File: config.mk
export PLATFORM = sky130hd
export DESIGN_NAME = ps2_key_decoder
export DESIGN_NICKNAME = d
export VERILOG_FILES = /design/src/rtl/ps2_key_decoder.sv
export SDC_FILE = /design/constraint.sdc
export NUM_CORES = 1
export LEC_CHECK = 0
export BUFFER_PORTS_ARGS = -buffer_cell sky130_fd_sc_hd__buf_4
export CAP_MARGIN = 40
export CORE_MARGIN = 3
export CORE_UTILIZATION = 25
export DETAILED_ROUTE_END_ITERATION = 12
export GPL_ROUTABILITY_DRIVEN = 0
export SKIP_CTS_REPAIR_TIMING = 1
export SLEW_MARGIN = 10
export SYNTH_ARGS = -nofsm -noshare
export SYNTH_HDL_FRONTEND = slang
export SYNTH_SLANG_ARGS = --single-unit
File: constraint.sdc
create_clock -name CLOCK_50 -period 2.2 [get_ports CLOCK_50]
set_input_delay 0.44 -clock CLOCK_50 [delete_from_list [all_inputs] [get_ports CLOCK_50]]
set_output_delay 0.44 -clock CLOCK_50 [all_outputs]
set_load 0.01 [all_outputs]
File: src/rtl/ps2_key_decoder.sv
// PS/2 keyboard receiver: synchronizes and deglitches the keyboard clock,
// deframes 11-bit frames (start, 8 data LSB first, odd parity, stop) and
// tracks the held state of six game keys from make/break/extended codes.
module ps2_key_decoder #(
  parameter int FILTER_LEN     = 8,
  parameter int TIMEOUT_CYCLES = 50000
) (
  input  logic       CLOCK_50,
  input  logic       KEY0,
  input  logic       PS2_CLK,
  input  logic       PS2_DAT,
  output logic [5:0] key_status_out,
  output logic [7:0] scan_code,
  output logic       scan_valid,
  output logic       frame_err
);

  localparam int FILT_W = (FILTER_LEN > 1) ? $clog2(FILTER_LEN) : 1;
  localparam int TO_W   = (TIMEOUT_CYCLES > 1) ? $clog2(TIMEOUT_CYCLES) : 1;

  typedef enum logic [1:0] {IDLE, DATA, PARITY, STOP} state_t;

  state_t            state, state_nxt;
  logic              ps2c_s1, ps2c_s2, ps2d_s1, ps2d_s2;
  logic              filt_clk;
  logic [FILT_W-1:0] flt_cnt;
  logic              flt_done;
  logic              fall;
  logic [TO_W-1:0]   to_cnt;
  logic [2:0]        bit_cnt;
  logic [7:0]        shift_q;
  logic              par_q;
  logic              ext_q, brk_q;
  logic              frame_ok, frame_bad, timeout;
  logic [5:0]        key_hit;

  // Two-flop synchronizers; idle bus level is high.
  always_ff @(posedge CLOCK_50 or negedge KEY0) begin
    if (!KEY0) begin
      ps2c_s1 <= 1'b1;
      ps2c_s2 <= 1'b1;
      ps2d_s1 <= 1'b1;
      ps2d_s2 <= 1'b1;
    end else begin
      ps2c_s1 <= PS2_CLK;
      ps2c_s2 <= ps2c_s1;
      ps2d_s1 <= PS2_DAT;
      ps2d_s2 <= ps2d_s1;
    end
  end

  // The filtered level flips on the FILTER_LEN-th consecutive differing sample;
  // a flip from 1 to 0 is the falling edge that clocks the data line.
  assign flt_done = (ps2c_s2 != filt_clk) && (flt_cnt == FILT_W'(FILTER_LEN - 1));
  assign fall     = flt_done && filt_clk;

  // Clock glitch filter.
  always_ff @(posedge CLOCK_50 or negedge KEY0) begin
    if (!KEY0) begin
      filt_clk <= 1'b1;
      flt_cnt  <= '0;
    end else if (ps2c_s2 == filt_clk || flt_done) begin
      flt_cnt  <= '0;
      if (flt_done) filt_clk <= ps2c_s2;
    end else begin
      flt_cnt  <= flt_cnt + 1'b1;
    end
  end

  // Frame FSM state register.
  always_ff @(posedge CLOCK_50 or negedge KEY0) begin
    if (!KEY0) state <= IDLE;
    else       state <= state_nxt;
  end

  // Next state plus frame verdicts; an idle gap inside a frame overrides all.
  always_comb begin
    state_nxt = state;
    frame_ok  = 1'b0;
    frame_bad = 1'b0;
    timeout   = 1'b0;
    case (state)
      IDLE:   if (fall && !ps2d_s2) state_nxt = DATA;
      DATA:   if (fall && bit_cnt == 3'd7) state_nxt = PARITY;
      PARITY: if (fall) state_nxt = STOP;
      STOP: begin
        if (fall) begin
          state_nxt = IDLE;
          if (ps2d_s2 && ^{shift_q, par_q}) frame_ok  = 1'b1;
          else                              frame_bad = 1'b1;
        end
      end
      default: state_nxt = IDLE;
    endcase
    if (state != IDLE && !fall && to_cnt == TO_W'(TIMEOUT_CYCLES - 1)) begin
      timeout   = 1'b1;
      state_nxt = IDLE;
    end
  end

  // Receive datapath and inter-edge watchdog.
  always_ff @(posedge CLOCK_50 or negedge KEY0) begin
    if (!KEY0) begin
      bit_cnt <= '0;
      shift_q <= '0;
      par_q   <= 1'b0;
      to_cnt  <= '0;
    end else begin
      to_cnt <= (state == IDLE || fall) ? '0 : to_cnt + 1'b1;
      if (fall) begin
        case (state)
          IDLE:   bit_cnt <= '0;
          DATA: begin
            shift_q <= {ps2d_s2, shift_q[7:1]};
            bit_cnt <= bit_cnt + 1'b1;
          end
          PARITY: par_q <= ps2d_s2;
          default: ;
        endcase
      end
    end
  end

  // Which tracked key, if any, the received byte names under the current prefix.
  always_comb begin
    key_hit = '0;
    case (shift_q)
      8'h75:   key_hit[0] = ext_q;
      8'h6B:   key_hit[1] = ext_q;
      8'h72:   key_hit[2] = ext_q;
      8'h74:   key_hit[3] = ext_q;
      8'h29:   key_hit[4] = !ext_q;
      8'h5A:   key_hit[5] = 1'b1;
      default: ;
    endcase
  end

  // Outputs, prefix flags and held-key state; pulses are one cycle wide.
  always_ff @(posedge CLOCK_50 or negedge KEY0) begin
    if (!KEY0) begin
      key_status_out <= '0;
      scan_code      <= '0;
      scan_valid     <= 1'b0;
      frame_err      <= 1'b0;
      ext_q          <= 1'b0;
      brk_q          <= 1'b0;
    end else begin
      scan_valid <= 1'b0;
      frame_err  <= 1'b0;
      if (frame_ok) begin
        scan_code  <= shift_q;
        scan_valid <= 1'b1;
        if (shift_q == 8'hE0) begin
          ext_q <= 1'b1;
        end else if (shift_q == 8'hF0) begin
          brk_q <= 1'b1;
        end else begin
          ext_q <= 1'b0;
          brk_q <= 1'b0;
          key_status_out <= brk_q ? (key_status_out & ~key_hit)
                                  : (key_status_out | key_hit);
        end
      end else if (frame_bad || timeout) begin
        frame_err <= 1'b1;
        ext_q     <= 1'b0;
        brk_q     <= 1'b0;
      end
    end
  end

endmodule
# Word level (Yosys, flattened, before mapping)

Index checks and enable logic that the tools add are counted.

Word-level logic and storage cells: 106
Register bits after elaboration: 56
Output and inout port bits: 16

Muxes and demuxes: 33
Add/subtract/negate cells: 3
Equal/unequal tests: 22
Bitwise logic cells: 5
Reductions and logical operators: 26

Operator list:

| operator              | count |
|---|---|
| $eq 8x7->1 const B    | 5 |
| $mux 1                | 23 |
| $add 16x1->16 const B | 1 |
| $eq 16x16->1 const B  | 1 |
| $eq 8x8->1 const B    | 2 |
| $mux 16               | 1 |
| $ne 3x3->1 const B    | 5 |
| $reduce_and 2->1      | 6 |
| $mux 2                | 5 |
| $reduce_xor 9->1      | 1 |
| $eq 8x6->1 const B    | 1 |
| $pmux 2 s4            | 1 |
| $logic_and 1x1->1     | 7 |
| $add 3x1->3 const B   | 2 |
| $and 6x6->6           | 1 |
| $eq 3x3->1 const B    | 2 |
| $mux 6                | 1 |
| $not 6->6             | 1 |
| $or 6x6->6            | 1 |
| $pmux 3 s2            | 1 |
| $reduce_bool 2->1     | 3 |
| $eq 2x2->1 const B    | 2 |
| $reduce_and 4->1      | 1 |
| $logic_not 1->1       | 3 |
| other kinds (9)       | 12 |

# Logic depth before layout (Yosys ltp)

Depth after elaboration: 10
Depth in mapped cells: 9
Mapped depth without buffers: 7

# Worst setup path after synthesis

Ideal clock, no wire load.

Path type: register -> register
Start: register flt_cnt[0]
End: register state[0]
Arrival time: 2.148 ns
Required time: 2.079 ns
Setup time: 0.121 ns
Period minus slack after synthesis: 2.269 ns
Slack: -0.069 ns
Cell stages (with the launch flop): 10
Buffers on the path: 2
Cell sequence: dfrtp_1 -> ha_1 -> ha_1 -> and3b_1 -> clkbuf_1 -> or2_1 -> clkbuf_1 -> nor4_2 -> nor3_1 -> a22o_1

Word-level cells in the longest chain between the ends: 8
Elaborated cells on any way between the ends: 14
Those cells by class: eq/ne: 5; mux: 1; reduce/logical: 8

RTL lines:

| what                           | line | RTL |
|---|---|---|
| start: declaration             | 26   | `logic [FILT_W-1:0] flt_cnt;` |
| start signal: assignment       | 66   | `flt_cnt <= flt_cnt + 1'b1;` |
| $eq 3x3->1 (*)                 | 54   | `assign flt_done = (ps2c_s2 != filt_clk) && (flt_cnt == FILT_W'(FILTER_LEN - 1));` |
| $logic_and 1x1->1 (*)          | 54   |  |
| $logic_and 1x1->1 (*)          | 55   | `assign fall = flt_done && filt_clk;` |
| $logic_not 1->1                | 95   | `if (state != IDLE && !fall && to_cnt == TO_W'(TIMEOUT_CYCLES - 1)) begin` |
| $logic_and 1x1->1 (2 in a row) | 95   |  |
| $ne 3x3->1 (no line)           | -    |  |
| $reduce_and 4->1 (no line)     | -    |  |
| end signal: assignment         | 73   | `else state <= state_nxt;` |
| end: declaration               | 23   | `state_t state, state_nxt;` |

Mark *: on every way between the ends. The rest lies on a longest branch, timed or not.
A chain may end at the register's enable or synchronous reset.

# Worst setup path in the final report

Start: register flt_cnt[0]
End: register state[1]

Same word-level chain as after synthesis.

==> flow_summary_export.csv <==
group,metric,value,unit
critical_path,cp_data_arrival_time,2.21,ns
clock_tree,clk_latency,0.31,ns
critical_path,worst_setup_path_startpoint,"flt_cnt[0]$_DFF_PN0_",
sta,finalMaxSlewViolations,0,
place,io_buffer_count,19,
sta,setup_viol,0,
floorplan,pin_count,20,
synthesis,async_flop_share,100,%
synthesis,synth_warnings,0,
synthesis,syn-cell-area,0.00264,mm^2
synthesis,ys_seq_elements,56,
critical_path,end_kind,"register",
power,p_leak,1.48,nW
place,dp_hpwl,3310,um
sta,timing.final.ws_setup,0.183,ns
synthesis,synth_cells,236,
synthesis,synthDistinctLibCells,41,
critical_path,setup.worst_path.start_class,"register",
cells_and_area,diodes,0,
critical_path,reg2reg_from,"flt_cnt[0]$_DFF_PN0_",
clock_tree,h-tree-depth,2,
worst_hold_path,hp-class,"primary input to asynchronous set/reset pin",
route,vias,1766,
route,wl,4570,um
job,cap_violations,0,
route,wl_per_cell,11.5,um
cells_and_area,regArea,0.00141,mm^2
cells_and_area,nets,276,
power,peakVddDrop,0.253,mV
clock_tree,cts.sinks,56,
cells_and_area,multi_input_area,0.00114,mm^2
clock_tree,numCtsBuffers,5,
cells_and_area,n_fill_cell,1005,
synthesis,syn_avg_cell_area,11.2,um^2
global_routing,grt_usage,8.35,%
cells_and_area,drive_above_1_share,22.8,%
sta,hold_viol,0,
floorplan,dieWidth,109,um
clock_tree,cts_tree,"done",
cells_and_area,stdcell_count,396,
place,post-place-ws,0.178,ns
sta,fmax,496,MHz
synthesis,seq_area_frac_synth,53.2,%
cells_and_area,final_cell_mix,"dfrtp_1 (51), buf_4 (28), nor2_1 (22)",
critical_path,crit_top_cell,"ha_1",
sta,post-route-min-period,2.02,ns
global_routing,grt_max_degree,57,
critical_path,slowest_delay,0.40,ns
critical_path,crit_type,"register to register",
route,ant_nets,0,
power,totalPowerFinal,0.00219,W
sta,rsz0062_at_grt,"false",
sta,worst_pin_slew,0.689,ns
global_routing,grt_pass1_vias,1723,
sta,tns,0,ns
floorplan,initial_core_util,26.3,%
global_routing,antenna_found_initial,0,
cells_and_area,layout_commonest_cell,"dfrtp_1",
global_routing,grt-ovfl-total,0,
sta,hold_ws,0.173,ns
floorplan,fp-row-count,36,
place,dp_cells,388,
cells_and_area,area_delta_synth_final,16.9,%
sta,slew_headroom,54.0,%
critical_path,worstPathRequired,2.39,ns
critical_path,worstRegToRegCells,7,
power,power.density,708,mW/mm^2
clock_tree,clk_root_buffer_cell,"clkbuf_8",
route,drc,0,
floorplan,fp.dieH,109,um
route,avgViaCountPerCell,4.46,
sta,finalCritPeriodShare,91.7,%
critical_path,cp_max_fo,5,
route,first_iter_violations,101,
status,status,"finished clean",
synthesis,synth_enable_flop_cells,0,
floorplan,dieArea,0.0118,mm^2
clock_tree,cts.clk_slew.worst_paths,0.10,ns
global_routing,grt_pass1_wl,7960,um
sta,fin_skew,0.0121,ns
route,first_pass_iters,4,
critical_path,path_cells,"ha_1 > ha_1 > and3b_1 > or2_1 > nor4_2 > nor3_1 > a22o_1",
critical_path,slowest_stage,"dfrtp_1",
synthesis,ys.flop_type,"dfrtp_1",
synthesis,synth_nets,250,
floorplan,design.core.area,0.0100,mm^2
clock_tree,clk_path_buf_depth,2,
-- cell type report --
cell class | instances | share of cell area, %
clock inverter | 2 | 0.445
sequential | 56 | 45.5
clock buffer | 6 | 2.67
timing repair buffer | 29 | 7.45
multi-input combinational | 158 | 37.0
tap | 133 | 5.38
inverter | 12 | 1.46
-- worst max-delay path, delay by kind of cell (launching register included) --
family	cells	cell delay, ns
simple gates	4	0.84
fa+ha+maj	2	0.42
flops	1	0.40
compound gates	1	0.24
-- layer usage --
layer	GRT usage [%]	vias to the layer above	routed length, um
met2	13.8	36	2110
li1	-	864	-
met1	10.9	861	2220
met4	2.16	0	40
met3	2.13	5	197
met5	0	-	0
-- Yosys cell counts, drive strengths merged, types with 2 or more instances --
cell	number	area [um^2]
dfrtp	51	1280
nor2	22	82.6
nand2	15	56.3
mux2	14	188
inv	12	45.0
xnor2	11	104
ha	10	125
o21ai	10	50.1
nand4	9	56.3
nor3	8	40.0
nand3	7	35.0
xor2	7	61.3
a21oi	6	30.0
and3	6	37.5
clkbuf	6	22.5
dfstp	5	131
buf	4	23.8
mux2i	4	40.0
and2	3	18.8
or3	3	18.8
a21o	2	15.0
a22o	2	17.5
a31oi	2	12.5
a32o	2	20.0
nand2b	2	12.5
nor4b	2	17.5
or2	2	12.5
-- cells by family (layout without fill, tap and decap cells) --
family	after synthesis	count (layout)	synth area share [%]
flops	56	56	53.2
buf+inv	22	49	3.45
fa+ha+maj	10	10	4.73
xor+xnor	19	19	7.15
mux	18	18	8.61
compound gates	26	26	6.06
simple gates	85	85	16.8
-- per-stage QoR --
stage / utilization, % / cell area, um^2
detailed placement: 29.8 / 2990
finish: 30.8 / 3090
global route: 30.8 / 3090
floorplan: - / 2640
CTS: 30.8 / 3090
global placement: 29.8 / 2990
-- where the power goes --
part	internal [W]	switching, W	total, W
Clock	0.000258	0.000337	0.000595
Combinational	0.000175	0.000233	0.000407
Sequential	0.00112	0.0000656	0.00118
-- path summary, 6_finish.rpt --
kind	to	slack, ns
hold reg to reg	ps2c_s2$_DFF_PN1_	0.36
min in group CLOCK_50	ps2d_s1$_DFF_PN1_	0.23
setup reg to reg	state[1]$_DFFE_PN0P_	0.18
setup / recovery	state[1]$_DFFE_PN0P_	0.18
max in group asynchronous	asynchronous set/reset pin	1.57
hold / removal	flt_cnt[0]$_DFF_PN0_	0.17
Note: power is estimated with default switching activity, not from simulation.
